<file path="src/rtl/sram_arbiter.sv">
// sram_arbiter: two-master (fetch / MEM) to one-slave SRAM-style bus arbiter.
// A master that sees bus_addr_ok=0 keeps the bus until its request is
// accepted or withdrawn. Accepted transactions are remembered in a small
// in-order FIFO of master ids so slave responses are steered back to the
// right master with zero added latency.
// Optional feature: define SRAM_ARB_RR_EN for round-robin selection when the
// bus is free; the default build uses fixed data-first priority.
module sram_arbiter #(
  parameter int DEPTH = 4  // outstanding transactions; power of two, >= 2
) (
  input  logic        clk,
  input  logic        rst,
  // fetch side
  input  logic        inst_req,
  input  logic        inst_wr,
  input  logic [1:0]  inst_size,
  input  logic [31:0] inst_addr,
  input  logic [3:0]  inst_wstrb,
  input  logic [31:0] inst_wdata,
  output logic        inst_addr_ok,
  output logic        inst_data_ok,
  output logic [31:0] inst_rdata,
  // MEM side
  input  logic        data_req,
  input  logic        data_wr,
  input  logic [1:0]  data_size,
  input  logic [31:0] data_addr,
  input  logic [3:0]  data_wstrb,
  input  logic [31:0] data_wdata,
  output logic        data_addr_ok,
  output logic        data_data_ok,
  output logic [31:0] data_rdata,
  // shared slave
  output logic        bus_req,
  output logic        bus_wr,
  output logic [1:0]  bus_size,
  output logic [31:0] bus_addr,
  output logic [3:0]  bus_wstrb,
  output logic [31:0] bus_wdata,
  input  logic        bus_addr_ok,
  input  logic        bus_data_ok,
  input  logic [31:0] bus_rdata,
  output logic        resp_err
);

  localparam int PW = $clog2(DEPTH);
  localparam logic [PW:0] FULL_CNT = (PW+1)'(DEPTH);

  typedef enum logic {IDLE = 1'b0, LOCKED = 1'b1} state_e;

  state_e        state_q, state_d;
  logic          grant_q, grant_d;      // 0 = inst, 1 = data
  logic [PW-1:0] wptr_q, wptr_d;
  logic [PW-1:0] rptr_q, rptr_d;
  logic [PW:0]   cnt_q, cnt_d;
  logic          resp_err_q, resp_err_d;
  logic          fifo_q [DEPTH];        // id of each outstanding transaction

  logic idle_sel;    // choice when no master holds the bus
  logic sel;         // master currently driving the bus
  logic sel_req;
  logic fifo_full;
  logic fifo_empty;
  logic req_ok;      // bus_req before output gating
  logic push;
  logic pop;
  logic head;

  assign fifo_full  = (cnt_q == FULL_CNT);
  assign fifo_empty = (cnt_q == '0);

`ifdef SRAM_ARB_RR_EN
  logic last_grant_q;

  // Remember who won the most recent accepted handshake; reset favours data.
  always_ff @(posedge clk) begin
    if (rst) begin
      last_grant_q <= 1'b0;
    end else if (push) begin
      last_grant_q <= sel;
    end
  end

  // Round-robin on a tie, otherwise the lone requester wins.
  always_comb begin
    if (inst_req && data_req) begin
      idle_sel = ~last_grant_q;
    end else begin
      idle_sel = data_req;
    end
  end
`else
  // Fixed priority: data whenever it asks.
  assign idle_sel = data_req;
`endif

  assign sel     = (state_q == LOCKED) ? grant_q : idle_sel;
  assign sel_req = sel ? data_req : inst_req;
  // Full is taken from the registered count, so a same-cycle pop cannot
  // open the bus; the freed slot is used one cycle later.
  assign req_ok  = sel_req & ~fifo_full & ~rst;
  assign push    = req_ok & bus_addr_ok;
  assign pop     = bus_data_ok & ~fifo_empty & ~rst;
  assign head    = fifo_q[rptr_q];

  // State register: arbitration state and locked grant.
  always_ff @(posedge clk) begin
    if (rst) begin
      state_q <= IDLE;
      grant_q <= 1'b0;
    end else begin
      state_q <= state_d;
      grant_q <= grant_d;
    end
  end

  // Next-state: lock onto a master the slave stalls, release on accept or withdrawal.
  always_comb begin
    state_d = state_q;
    grant_d = grant_q;
    case (state_q)
      IDLE: begin
        if (req_ok && !bus_addr_ok) begin
          state_d = LOCKED;
          grant_d = sel;
        end
      end
      LOCKED: begin
        // While full the lock is frozen so the stalled master keeps priority.
        if (!fifo_full && (!sel_req || bus_addr_ok)) begin
          state_d = IDLE;
        end
      end
      default: state_d = IDLE;
    endcase
  end

  // Outputs: payload mux, handshake steering and response routing; all zero in reset.
  always_comb begin
    bus_req      = 1'b0;
    bus_wr       = 1'b0;
    bus_size     = '0;
    bus_addr     = '0;
    bus_wstrb    = '0;
    bus_wdata    = '0;
    inst_addr_ok = 1'b0;
    data_addr_ok = 1'b0;
    inst_data_ok = 1'b0;
    data_data_ok = 1'b0;
    inst_rdata   = '0;
    data_rdata   = '0;
    resp_err     = 1'b0;
    if (!rst) begin
      bus_req      = req_ok;
      bus_wr       = sel ? data_wr    : inst_wr;
      bus_size     = sel ? data_size  : inst_size;
      bus_addr     = sel ? data_addr  : inst_addr;
      bus_wstrb    = sel ? data_wstrb : inst_wstrb;
      bus_wdata    = sel ? data_wdata : inst_wdata;
      inst_addr_ok = push & ~sel;
      data_addr_ok = push & sel;
      inst_data_ok = pop & ~head;
      data_data_ok = pop & head;
      inst_rdata   = bus_rdata;
      data_rdata   = bus_rdata;
      resp_err     = resp_err_q;
    end
  end

  // Response-order FIFO bookkeeping and sticky stray-response flag.
  always_comb begin
    wptr_d     = wptr_q;
    rptr_d     = rptr_q;
    cnt_d      = cnt_q;
    resp_err_d = resp_err_q | (bus_data_ok & fifo_empty & ~rst);
    if (push) begin
      wptr_d = wptr_q + PW'(1);
    end
    if (pop) begin
      rptr_d = rptr_q + PW'(1);
    end
    case ({push, pop})
      2'b10:   cnt_d = cnt_q + (PW+1)'(1);
      2'b01:   cnt_d = cnt_q - (PW+1)'(1);
      default: cnt_d = cnt_q;
    endcase
  end

  // FIFO control registers.
  always_ff @(posedge clk) begin
    if (rst) begin
      wptr_q     <= '0;
      rptr_q     <= '0;
      cnt_q      <= '0;
      resp_err_q <= 1'b0;
    end else begin
      wptr_q     <= wptr_d;
      rptr_q     <= rptr_d;
      cnt_q      <= cnt_d;
      resp_err_q <= resp_err_d;
    end
  end

  // FIFO storage: entries are only meaningful between push and pop, so no reset.
  always_ff @(posedge clk) begin
    if (push) begin
      fifo_q[wptr_q] <= sel;
    end
  end

endmodule

</file>
<file path="config.mk">
export PLATFORM = sky130hd
export DESIGN_NAME = sram_arbiter
export DESIGN_NICKNAME = d
export VERILOG_FILES = /design/src/rtl/sram_arbiter.sv
export SDC_FILE = /design/constraint.sdc
export NUM_CORES = 1
export LEC_CHECK = 0
export ABC_AREA = 1
export BUFFER_PORTS_ARGS = -buffer_cell sky130_fd_sc_hd__buf_2
export CAP_MARGIN = 15
export CORE_AREA = 2 2 126 128
export DETAILED_ROUTE_END_ITERATION = 7
export DIE_AREA = 0 0 128 130
export GPL_TIMING_DRIVEN = 1
export PLACE_DENSITY = 0.51
export SKIP_CTS_REPAIR_TIMING = 1
export SYNTH_ARGS = -nofsm -noshare
export SYNTH_HDL_FRONTEND = slang
export SYNTH_SLANG_ARGS = --single-unit
</file>
<file path="constraint.sdc">
create_clock -name clk -period 2.4 [get_ports clk]
set_clock_uncertainty 0.2 [all_clocks]
set_input_delay 0.48 -clock clk [delete_from_list [all_inputs] [get_ports clk]]
set_output_delay 0.48 -clock clk [all_outputs]
set_load 0.02 [all_outputs]
</file>
[Word-level counts from Yosys, hierarchy flattened]
Memory sizes are Yosys's and may differ from the RTL's. A register that Yosys moved wholly into a read port is not among the register bits.
Cells that the tools add are included.
Storage, ports and cells
  bits in latches: 0
  input port bits: 180
  output and inout port bits: 141
  RAM bits: 4
  memories: 1
  flip-flop bits (word level): 10
  ROM bits: 0
  word-level logic and storage cells: 68
Memories
  fifo_q: words 4, bits a word 1, read ports 1, clocked after Yosys merged registers in 1, wr ports 1, line 57  | logic fifo_q [DEPTH];
Operators by class
  mux-type cells: 27
  magnitude comparators: 0
  shift-type cells: 0
  bitwise logic cells: 18
  reduce and logical (&&, ||, !) cells: 9
  multiply operators: 0
  add/sub/neg operators: 4
  div/mod/pow operators: 0
  eq/ne operators: 3
Operator list (count)
  $mux 32: 5
  $mux 1: 14
  $and 1x1->1: 11
  $mux 2: 4
  $mux 4: 2
  $not 1->1: 6
  $pmux 3 s2: 1
  $add 2x1->2 const B: 2
  $add 3x1->3 const B: 1
  $eq 3x3->1 const B: 1
  $logic_not 1->1: 3
  $logic_not 3->1: 1
  $sub 3x1->3 const B: 1
  $eq 2x1->1 const B: 1
  $eq 2x2->1 const B: 1
  $logic_and 1x1->1: 2
  $pmux 1 s2: 1
  $reduce_and 2->1: 1
  $reduce_bool 2->1: 1
  $logic_or 1x1->1: 1
  $or 1x1->1: 1

[Depth between registers and ports, before layout]
Gate-level depths: netlist of run 1.
  depth after elaboration: 7
  depth in mapped cells: 12
  depth with buffers taken out: 12

[Least setup slack after synthesis of run 1]
No wires, ideal clock.
  path type: in2reg
  from: input rst
  to: register cnt_q[2]
  library setup time: 122 ps
  stages: 11
  arrival time: 1992 ps
  setup slack: 86 ps
  path buffers: 1
  required time: 2078 ps
  cell sequence: buf_6 > inv_2 > nand2_1 > a21oi_2 > ha_1 > inv_1 > fa_1 > a21oi_1 > o21ai_0 > o21ai_0 > a21oi_1
Between the ends
  elaborated cells on any way between the ends: 8
  those cells by class: 2 x eq/ne; 1 x mux; 4 x bitwise; 1 x reduce/logical
RTL lines
  from (decl): line 12  | input logic rst,
  $not 1->1 (*): line 103  | assign pop = bus_data_ok & ~fifo_empty & ~rst;
  $and 1x1->1 (*): line 103
  via pop: line 66  | logic pop;
  $eq 2x1->1 or $eq 2x2->1 (tied branches): line 182  | case ({push, pop})
  $pmux 3 s2 or $reduce_bool 2->1 (tied branches)
  to (signal assigned): line 199  | cnt_q <= cnt_d;
  to (decl): line 55  | logic [PW:0] cnt_q, cnt_d;
Mark *: on every way through the listed nets, which the timed path passes. The rest lies on a longest branch.
A chain may end at the register's enable or synchronous reset.

[Final worst setup path of run 1]
  from: register state_q
  to: output bus_wstrb[1]
Between the ends
  longest elaborated chain between the ends: 3
Ends and longest elaborated chain
  from (decl): line 51  | state_e state_q, state_d;
  from (signal assigned): line 112  | state_q <= state_d;
  $mux 1: line 97  | assign sel = (state_q == LOCKED) ? grant_q : idle_sel;
  $mux 4: line 158  | bus_wstrb = sel ? data_wstrb : inst_wstrb;
  $mux 4: line 153  | if (!rst) begin
  to (decl): line 38  | output logic [3:0] bus_wstrb,
Every way passes these cells.

==> results of run 1 <==
[per-stage QoR]
step                      cells  TNS (ps)  power, W
after floorplan             440         0  0.000887
after global placement      911         0   0.00122
after detailed placement    911         0   0.00122
after CTS                   915     -33.3   0.00155
after global routing        929     -9.37   0.00172
final                       929         0   0.00159
[report_power, final]
| group | internal, W | switching (W) |
|---|---|---|
| Combinational | 0.000385 | 0.000576 |
| Sequential | 0.000295 | 0.0000164 |
| Clock | 0.000221 | 0.000101 |
| Total | 0.000900 | 0.000693 |
[kinds of logic after synthesis]
family	count (synthesis)
compound gates	91
fa+ha+maj	6
buf+inv	111
flops	16
simple gates	216
[critical path, cell delays in order, from the launching register on]
cell and delay (ps):
dfxtp_4 380, inv_4 50, nand2_4 80, and2_4 260, clkinv_8 100, buf_4 150, nor2_1 150, nor2_1 70
buf_2 160
[area by class of cell]
class | instances | share of cell area (%)
repair buffers | 348 | 44.5
clock buffers | 3 | 1.76
well taps | 192 | 5.64
clock inverters | 1 | 0.0882
flip-flops and latches | 16 | 8.55
inverters | 52 | 4.94
repair inverters | 2 | 0.411
multi-input cells | 315 | 34.1
[cells in the mapped netlist]
library cell    n  share of area [%]
a21oi_1        11                2.3
a21oi_2         1               0.36
a32oi_1         1               0.36
and2_1          1               0.26
and2_4          1               0.36
buf_12          2                1.7
buf_4          32                9.9
buf_6           6                2.8
buf_8           1               0.62
clkbuf_1       10                1.6
clkbuf_2        8                1.7
dfxtp_1        12                9.9
edfxtp_1        4                5.0
fa_1            1               0.83
ha_1            5                2.6
inv_1          49                7.6
inv_2           2               0.31
inv_8           1               0.47
nand2_1        17                2.6
nand2_2         1               0.26
nand3_1         3               0.62
nand3_4         1               0.73
nand4_1         2               0.52
nor2_1        181                 28
nor2_2          9                2.3
o21ai_0        77                 16
o21ai_1         1               0.21
[routing by layer]
metal / vias up / GRT usage (%)
li1: 1916 / -
met1: 1560 / 12.1
met2: 204 / 23.1
met3: 6 / 1.85
met4: 0 / 2.13
met5: - / 0
[how the worst max path moves through the flow]
stage,end,slack [ps],depth (start not counted)
floorplan,cnt_q[2],90,11
global placement,cnt_q[2],90,11
detailed placement,cnt_q[2],80,12
CTS,bus_wdata[27],-30,7
global route,bus_addr[31],-5,7
finish,bus_wstrb[1],70,8
==> reports/metrics.yaml, run 1 <==
outcome:
  status: "finished, final reports clean"
finish:
  mostFrequentLayoutCells: "buf_2 (314), nor2_1 (179), o21ai_0 (73), inv_1 (49), buf_4 (27)"
  fill_cells: 1767
  multiInputGateArea_sq_mm: 0.00145
  final_util_pct: 27.6
  fin_nets: 924
  regArea_sq_um: 364
  final_cell_area_sq_mm: 0.00426
  area_growth_pct: 76.3
  antennaDiodeCount: 0
  drive_above_1_share_pct: 50.9
  final_common_cell: "buf_2"
worst_setup_path:
  cp-startpoint: "state_q"
  cp.arrival_ps: 1650
  worstReg2RegEnd: "cnt_q[2]"
  reg2reg_slack_ps: 180
  crit_path_end_kind: "output pin"
  reg2reg_depth: 12
  r2r_start: "cnt_q[0]"
  crit_fanout: 7
  crit_type: "register to output pin"
  required_ps: 1720
  crit_path_start_kind: "register"
logic_synthesis:
  synth_compound_area_share_pct: 19.2
  synth_top_family_by_area: "simple AND/OR/NAND/NOR gates"
  ys_seq_area_share_pct: 14.9
  syn-num-nets: 626
  synthDistinctLibCells: 27
  syn_area_sq_mm: 0.00241
  yosys.area_share.simple_pct: 35.9
  synth-xor-area-share_pct: 0
  avgSynthCellArea_sq_um: 5.49
  ys_ff_latch: 16
  yosys_warnings: 0
  synthMuxAreaShare_pct: 0
  synthCells: 440
  synth-adder-area-share_pct: 3.42
sta:
  hold_viol_final: 0
  setup_viol: 0
  period_share_pct: 97.1
  slew_headroom_pct: 78.0
  period_needed_ps: 2330
  rsz0062_at_grt: "true"
  max_clock_freq_mhz: 429
  holdWs_ps: 262
  slew_violations: 0
  layout_setup_ws_ps: 69.8
  tightest_slew_ps: 330
global_route:
  grt.total_usage_pct: 11.3
  grt_max_degree: 52
  gr-total-overflow: 0
  antenna_found_initial: 0
  grt_pass1_wl_um: 14900
  grt_pass1_vias: 3033
floorplanning:
  initial_core_util_pct: 15.7
  die_area_sq_mm: 0.0166
  core_area_sq_mm: 0.0154
  dieHeight_um: 130
  io-pin-count: 321
  die_w_um: 128
  rows: 46
drt:
  met2_length_um: 5700
  via_per_inst: 3.97
  dr.max_layer_used: "met4"
  drc: 0
  drt-met1-wl_um: 4370
  drt_first_pass_iters: 4
  wl_per_cell_um: 11.9
  antenna_left: 0
  via_count: 3686
  met3_length_um: 935
  first_iter_violations: 151
  drt_wl_total_um: 11100
clock_network:
  clk_path_buf_depth: 2
  clkTransAtPathRegs_ps: 50
  htreeDepth: 1
  clock-sinks: 16
  clk_latency_ps: 240
  clock-root-buffer: "clkbuf_16"
  cts_tree: "done"
  cts_made_buffers: 3
placement:
  gp_congestion: 0.812
  pre_cts_ws_ps: 79.7
  dpl_cell_area_sq_mm: 0.00399
  io_buffers: 320
  dp_hpwl_um: 8720
hold_path:
  hp-start: "rptr_q[1]"
  hp-class: "register to register"
  worst_hold_path.num_cells: 2
  hold_end: "rptr_q[1]"
pwr:
  p_leak_nw: 2.58
  ir_drop_mv: 0.200
  cellPowerDensity_mw_per_mm2: 374
run:
  drv_cap: 0
(Power assumes the default switching activity.)
==> inputs of run 2 (changes only) <==
--- a/config.mk
+++ b/config.mk
@@ -5,14 +5,13 @@
 export SDC_FILE = /design/constraint.sdc
 export NUM_CORES = 1
 export LEC_CHECK = 0
-export ABC_AREA = 1
 export BUFFER_PORTS_ARGS = -buffer_cell sky130_fd_sc_hd__buf_2
 export CAP_MARGIN = 15
-export CORE_AREA = 2 2 126 128
+export CORE_AREA = 2 2 125 127
 export DETAILED_ROUTE_END_ITERATION = 7
-export DIE_AREA = 0 0 128 130
+export DIE_AREA = 0 0 127 129
 export GPL_TIMING_DRIVEN = 1
-export PLACE_DENSITY = 0.51
+export PLACE_DENSITY = 0.49
 export SKIP_CTS_REPAIR_TIMING = 1
 export SYNTH_ARGS = -nofsm -noshare
 export SYNTH_HDL_FRONTEND = slang
==> reports/metrics.yaml, run 2 <==
drt:
  antenna_left: 0  # unchanged
  via_count: 3539  # was 3686
  via_per_inst: 4.04  # was 3.97
  wl_per_cell_um: 13.7  # was 11.9 um
  first_iter_violations: 95  # was 151
  drt_wl_total_um: 12000  # was 11100 um
  drt_first_pass_iters: 4  # unchanged
  drc: 0  # unchanged
floorplanning:
  dieHeight_um: 129  # was 130 um
  io-pin-count: 321  # unchanged
  initial_core_util_pct: 15.3  # was 15.7%
  die_w_um: 127  # was 128 um
  core_area_sq_mm: 0.0150  # was 0.0154 sq mm
  die_area_sq_mm: 0.0164  # was 0.0166 sq mm
  rows: 45  # was 46
finish:
  antennaDiodeCount: 0  # unchanged
  fin_nets: 875  # was 924
  area_growth_pct: 93.8  # was 76.3%
  final_common_cell: "buf_2"  # unchanged
  fin_cells: 876  # was 929
  final_util_pct: 29.6  # was 27.6%
  mostFrequentLayoutCells: "buf_2 (298), nand2_1 (142), a21oi_1 (67), buf_4 (38), nor2b_1 (34)"  # was buf_2 (314), nor2_1 (179), o21ai_0 (73), inv_1 (49), buf_4 (27)
  drive_above_1_share_pct: 54.9  # was 50.9%
  fill_cells: 1736  # was 1767
worst_setup_path:
  cp.arrival_ps: 1680  # was 1650 ps
  reg2reg_slack_ps: 130  # was 180 ps
  crit_type: "register to output pin"  # unchanged
  crit_path_end_kind: "output pin"  # unchanged
  required_ps: 1720  # about the same
  crit_fanout: 16  # was 7
  crit_path_start_kind: "register"  # unchanged
sta:
  hold_viol_final: 0  # unchanged
  max_clock_freq_mhz: 423  # was 429 MHz
  slew_headroom_pct: 80.1  # was 78.0%
  period_share_pct: 98.4  # was 97.1%
  slew_violations: 0  # unchanged
  period_needed_ps: 2360  # was 2330 ps
  setup_viol: 0  # unchanged
  tightest_slew_ps: 297  # was 330 ps
logic_synthesis:
  synth_edf_count: 4  # unchanged
  synthDistinctLibCells: 33  # was 27
  yosys.area.top_type_share_pct: 23.3  # was 28.1%
  async_flop_share_pct: 0  # unchanged
  avgSynthCellArea_sq_um: 5.81  # was 5.49 sq um
  ys_ff_latch: 16  # unchanged
  synth_top_area_cell: "nand2_1"  # was nor2_1
  synth.most_common_cell: "nand2_1"  # was nor2_1
  syn_area_sq_mm: 0.00228  # was 0.00241 sq mm
  ys_seq_area_share_pct: 15.8  # was 14.9%
  synth-main-ff-cell: "dfxtp_1"  # unchanged
  synthCells: 393  # was 440
  yosys_warnings: 0  # unchanged
  synth_common_cells: "nand2_1 (142), a21oi_1 (79), nor2b_1 (34), buf_4 (32), nor2_1 (15)"  # was nor2_1 (181), o21ai_0 (77), inv_1 (49), buf_4 (32), nand2_1 (17)
  syn-num-nets: 579  # was 626
  synth_area_leaders: "nand2_1 (23%), a21oi_1 (17%), dfxtp_1 (11%), buf_4 (11%), nor2b_1 (9.3%)"  # was nor2_1 (28%), o21ai_0 (16%), dfxtp_1 (9.9%), buf_4 (9.9%), inv_1 (7.6%)
global_route:
  gr-total-overflow: 0  # unchanged
  grt_max_degree: 57  # was 52
  grt.total_usage_pct: 12.2  # was 11.3%
  antenna_found_initial: 1  # was 0
  grt_pass1_wl_um: 15900  # was 14900 um
  grt_pass1_vias: 2977  # was 3033
run:
  drv_cap: 0  # unchanged
clock_network:
  cts_tree: "done"  # unchanged
  clock-sinks: 16  # unchanged
  clk_latency_ps: 240  # about the same
  clock-root-buffer: "clkbuf_16"  # unchanged
  clk_path_buf_depth: 2  # unchanged
  clkTransAtPathRegs_ps: 50  # about the same
  cts_made_buffers: 3  # unchanged
  htreeDepth: 1  # unchanged
pwr:
  cellPowerDensity_mw_per_mm2: 366  # was 374 mW/mm^2
  ir_drop_mv: 0.276  # was 0.200 mV
  p_leak_nw: 2.46  # was 2.58 nW
placement:
  gp_congestion: 0.762  # was 0.812
  placed_cells: 864  # was 911
  dp_hpwl_um: 9760  # was 8720 um
  io_buffers: 320  # unchanged
hold_path:
  hp-class: "register to register"  # unchanged
outcome:
  status: "finished, final reports clean"  # unchanged
## run 2: cell types whose count changed after synthesis, moves of 3 or more
cell	previous run	this run
nand2_1	17	142
a21oi_1	11	79
clkbuf_2	8	0
o21ai_0	77	2
nand2b_1	0	3
nor2_1	181	15
nor2b_1	0	34
nor2_2	9	0
buf_2	0	14
buf_6	6	0
clkbuf_1	10	14
inv_1	49	12
## run 2: power breakdown
group          internal [W]  leakage (nW)  switching [W]
clock              0.000221        0.0385       0.000104
sequential         0.000293         0.135      0.0000122
combinational      0.000434          2.28       0.000554
total              0.000948          2.46       0.000670
## run 2: per-stage QoR
step	total power, W	hold WS, ps	worst slack (ps)	area, sq um	TNS, ps
after detailed placement	0.00122	262	-79.1	4090	-79.1
after CTS	0.00155	275	-117	4170	-2180
after global routing	0.00172	314	-29.6	4430	-31.6
after floorplan	0.000840	229	20.0	2320	0
final	0.00162	269	37.3	4430	0
after global placement	0.00123	262	-72.8	4090	-72.8
## run 2: area by class of cell
type	instances	area (sq um)	share of cell area (%)
Clock buffer	3	75.1	1.70
Tap cell	188	235	5.31
Clock inverter	1	3.75	0.0848
Timing Repair Buffer	351	2090	47.3
Multi-Input combinational cell	304	1600	36.2
Inverter	13	53.8	1.22
Sequential cell	16	365	8.25
## run 2: path summary, 6_finish.rpt
| kind | startpoint | end | cells after the start |
|---|---|---|---|
| worst min register to register | resp_err_q | resp_err_q | 2 |
| worst max register to register | cnt_q[1] | cnt_q[2] | 8 |
| worst max-delay path | state_q | bus_wdata[7] | 7 |
| worst min-delay path | resp_err_q | resp_err_q | 2 |
## run 2: layer usage
metal,vias up,wire length (um),GRT usage (%)
li1,1824,-,-
met1,1517,5170,15.7
met2,192,5980,22.7
met3,6,817,1.16
met4,0,51,1.16
met5,-,0,0
## run 2: cells by family after synthesis
logic type | count (synthesis) | share of synthesized area, %
xor+xnor | 2 | 0.767
compound gates | 88 | 20.4
fa+ha+maj | 6 | 3.61
mux | 4 | 2.68
buf+inv | 73 | 18.0
simple gates | 204 | 38.8
flops | 16 | 15.8
## run 2: worst max-delay path: stages, from the launching register on
cell,delay (ps)
dfxtp_4,380
mux2i_4,240
buf_12,150
buf_12,130
buf_12,140
nand2_1,60
a21oi_1,160
buf_4,170
==> inputs of run 3 (changes only) <==
--- a/config.mk
+++ b/config.mk
@@ -7,11 +7,11 @@
 export LEC_CHECK = 0
 export BUFFER_PORTS_ARGS = -buffer_cell sky130_fd_sc_hd__buf_2
 export CAP_MARGIN = 15
-export CORE_AREA = 2 2 125 127
+export CORE_AREA = 2 2 124 126
 export DETAILED_ROUTE_END_ITERATION = 7
-export DIE_AREA = 0 0 127 129
+export DIE_AREA = 0 0 126 128
 export GPL_TIMING_DRIVEN = 1
-export PLACE_DENSITY = 0.49
+export PLACE_DENSITY = 0.48
 export SKIP_CTS_REPAIR_TIMING = 1
 export SYNTH_ARGS = -nofsm -noshare
 export SYNTH_HDL_FRONTEND = slang
==> constraint.sdc (replaced) <==
create_clock -name clk -period 2.89 [get_ports clk]
set_clock_uncertainty 0.2 [all_clocks]
set_input_delay 0.578 -clock clk [delete_from_list [all_inputs] [get_ports clk]]
set_output_delay 0.578 -clock clk [all_outputs]
set_load 0.02 [all_outputs]
==> reports/metrics.yaml, run 3 (synthesis gave the netlist of run 2 again) <==
outcome:
  status: "finished, final reports clean"  # unchanged
sta:
  period_share_pct: 91.3
  hold_viol_final: 0  # unchanged
  max_clock_freq_mhz: 379
  slew_violations: 0  # unchanged
  rsz0062_at_grt: "false"
  tightest_slew_ps: 659  # was 297 ps
  fin_tns_setup_ps: 0  # unchanged
  setup_viol: 0  # unchanged
  period_needed_ps: 2640
  slew_headroom_pct: 55.7  # was 80.1%
drt:
  via_per_inst: 3.97  # was 4.04
  drc: 0  # unchanged
  drt_first_pass_iters: 4  # unchanged
  drt_wl_total_um: 10000  # was 12000 um
  antenna_left: 0  # unchanged
  wl_per_cell_um: 11.8  # was 13.7 um
  first_iter_violations: 122  # was 95
  via_count: 3381  # was 3539
pwr:
  ir_drop_mv: 0.177  # was 0.276 mV
  p_leak_nw: 2.26  # was 2.46 nW
  cellPowerDensity_mw_per_mm2: 309  # was 366 mW/mm^2
  p_total_w: 0.00122  # was 0.00162 W
placement:
  gp_congestion: 0.789  # was 0.762
  dp_hpwl_um: 7930  # was 9760 um
  placed_cells: 848  # was 864
  io_buffers: 320  # unchanged
  dpl_cell_area_sq_mm: 0.00386  # was 0.00409 sq mm
worst_setup_path:
  crit_fanout: 60  # was 16
  cp.depth: 5  # was 7
  worstReg2RegEnd: "cnt_q[2]"  # unchanged
  cp-startpoint: "state_q"  # unchanged
  critPathBufInv: 2  # was 4
  r2r_start: "cnt_q[2]"  # was cnt_q[1]
  reg2reg_slack_ps: 340  # was 130 ps
  crit_path_start_kind: "register"  # unchanged
  critical_path.top_delay_family: "buffers and inverters"  # unchanged
  crit_path_end_kind: "output pin"  # unchanged
  reg2reg_depth: 8  # unchanged
  endpoint: "bus_wdata[10]"  # was bus_wdata[7]
  crit_type: "register to output pin"  # unchanged
  required_ps: 2110  # was 1720 ps
  cp.arrival_ps: 1860  # was 1680 ps
  cp_slowest_cell: "dfxtp_1"  # was dfxtp_4
  cp_cell_sequence: "mux2i_4 -> buf_12 -> nand2_1 -> a21oi_1 -> buf_2"  # was mux2i_4 -> buf_12 -> buf_12 -> buf_12 -> nand2_1 -> a21oi_1 -> buf_4
  worst_path_largest_cell_delay_ps: 450  # was 380 ps
finish:
  fin_cells: 852  # was 876
  antennaDiodeCount: 0  # unchanged
  area_growth_pct: 72.4  # was 93.8%
  final_cell_area_sq_mm: 0.00394  # was 0.00443 sq mm
  final_common_cell: "buf_2"  # unchanged
  mostFrequentLayoutCells: "buf_2 (319), nand2_1 (142), a21oi_1 (79), nor2b_1 (34), nor2_1 (15)"  # was buf_2 (298), nand2_1 (142), a21oi_1 (67), buf_4 (38), nor2b_1 (34)
  drive_above_1_share_pct: 50.5  # was 54.9%
  multiInputGateArea_sq_mm: 0.00152  # was 0.00160 sq mm
  final_util_pct: 26.5  # was 29.6%
  fill_cells: 1673  # was 1736
  fin_nets: 851  # was 875
  regArea_sq_um: 360  # was 365 sq um
floorplanning:
  rows: 45  # unchanged
  die_w_um: 126  # was 127 um
  core_area_sq_mm: 0.0149  # was 0.0150 sq mm
  io-pin-count: 321  # unchanged
  dieHeight_um: 128  # was 129 um
  die_area_sq_mm: 0.0161  # was 0.0164 sq mm
  initial_core_util_pct: 15.4  # was 15.3%
clock_network:
  clkTransAtPathRegs_ps: 50  # about the same
  clk_path_buf_depth: 2  # unchanged
  htreeDepth: 1  # unchanged
  clock-root-buffer: "clkbuf_16"  # unchanged
  cts_made_buffers: 3  # unchanged
  clk_latency_ps: 240  # about the same
  cts_tree: "done"  # unchanged
  clock-sinks: 16  # unchanged
global_route:
  grt.total_usage_pct: 10.7  # was 12.2%
  grt_pass1_vias: 2817  # was 2977
  grt_pass1_wl_um: 14200  # was 15900 um
  antenna_found_initial: 0  # was 1
  grt_max_degree: 108  # was 57
  gr-total-overflow: 0  # unchanged
run:
  drv_cap: 0  # unchanged
hold_path:
  hp-start: "resp_err_q"  # unchanged
  hp-class: "register to register"  # unchanged
==> run 3: cell types whose count changed in the layout (fill, tap and decap cells not counted), moves of 2 or more <==
cell       previous run  this run
buf_4                38         5
buf_2               298       319
a21oi_1              67        79
a21oi_2              12         0
clkbuf_16             7         3
buf_12               10         3
dfxtp_1              10        12
==> run 3: worst reg2reg max path: stages, from the launching register on <==
cell and delay, ps:
dfxtp_1 380, or3b_1 470, o2111ai_1 180, ha_1 230
inv_1 60, fa_1 370, xor2_1 160, or3_1 300
a21oi_1 130
==> run 3: worst min path at each step <==
stage,endpoint,slack (ps),depth (start not counted)
final,resp_err_q,260,2
after global placement,resp_err_q,250,2
after global routing,resp_err_q,290,2
after floorplan,resp_err_q,230,2
after detailed placement,resp_err_q,250,2
after CTS,resp_err_q,270,2
==> run 3: where the power goes <==
| part | total, W | switching, W | internal (W) |
|---|---|---|---|
| Combinational | 0.000692 | 0.000419 | 0.000273 |
| Sequential | 0.000255 | 0.0000117 | 0.000244 |
| Clock | 0.000268 | 0.0000849 | 0.000183 |
==> run 3: final cells by class <==
class | instances | area share, %
timing repair buffer | 327 | 43.0
multi-input combinational | 304 | 38.6
sequential | 16 | 9.15
tap | 188 | 5.97
clock buffer | 3 | 1.91
inverter | 13 | 1.24
clock inverter | 1 | 0.0953
==> run 3: stage by stage <==
| step | worst slack [ps] | hold WS, ps |
|---|---|---|
| after CTS | 260 | 269 |
| after global routing | 183 | 294 |
| after floorplan | 212 | 229 |
| final | 251 | 264 |
| after global placement | 162 | 251 |
| after detailed placement | 142 | 255 |
==> run 3: metal layers <==
layer / global-route usage (%) / routed length (um)
met5: 0 / 0
met4: 2.33 / 78
met3: 1.21 / 863
met2: 20.4 / 5100
met1: 12.8 / 3990
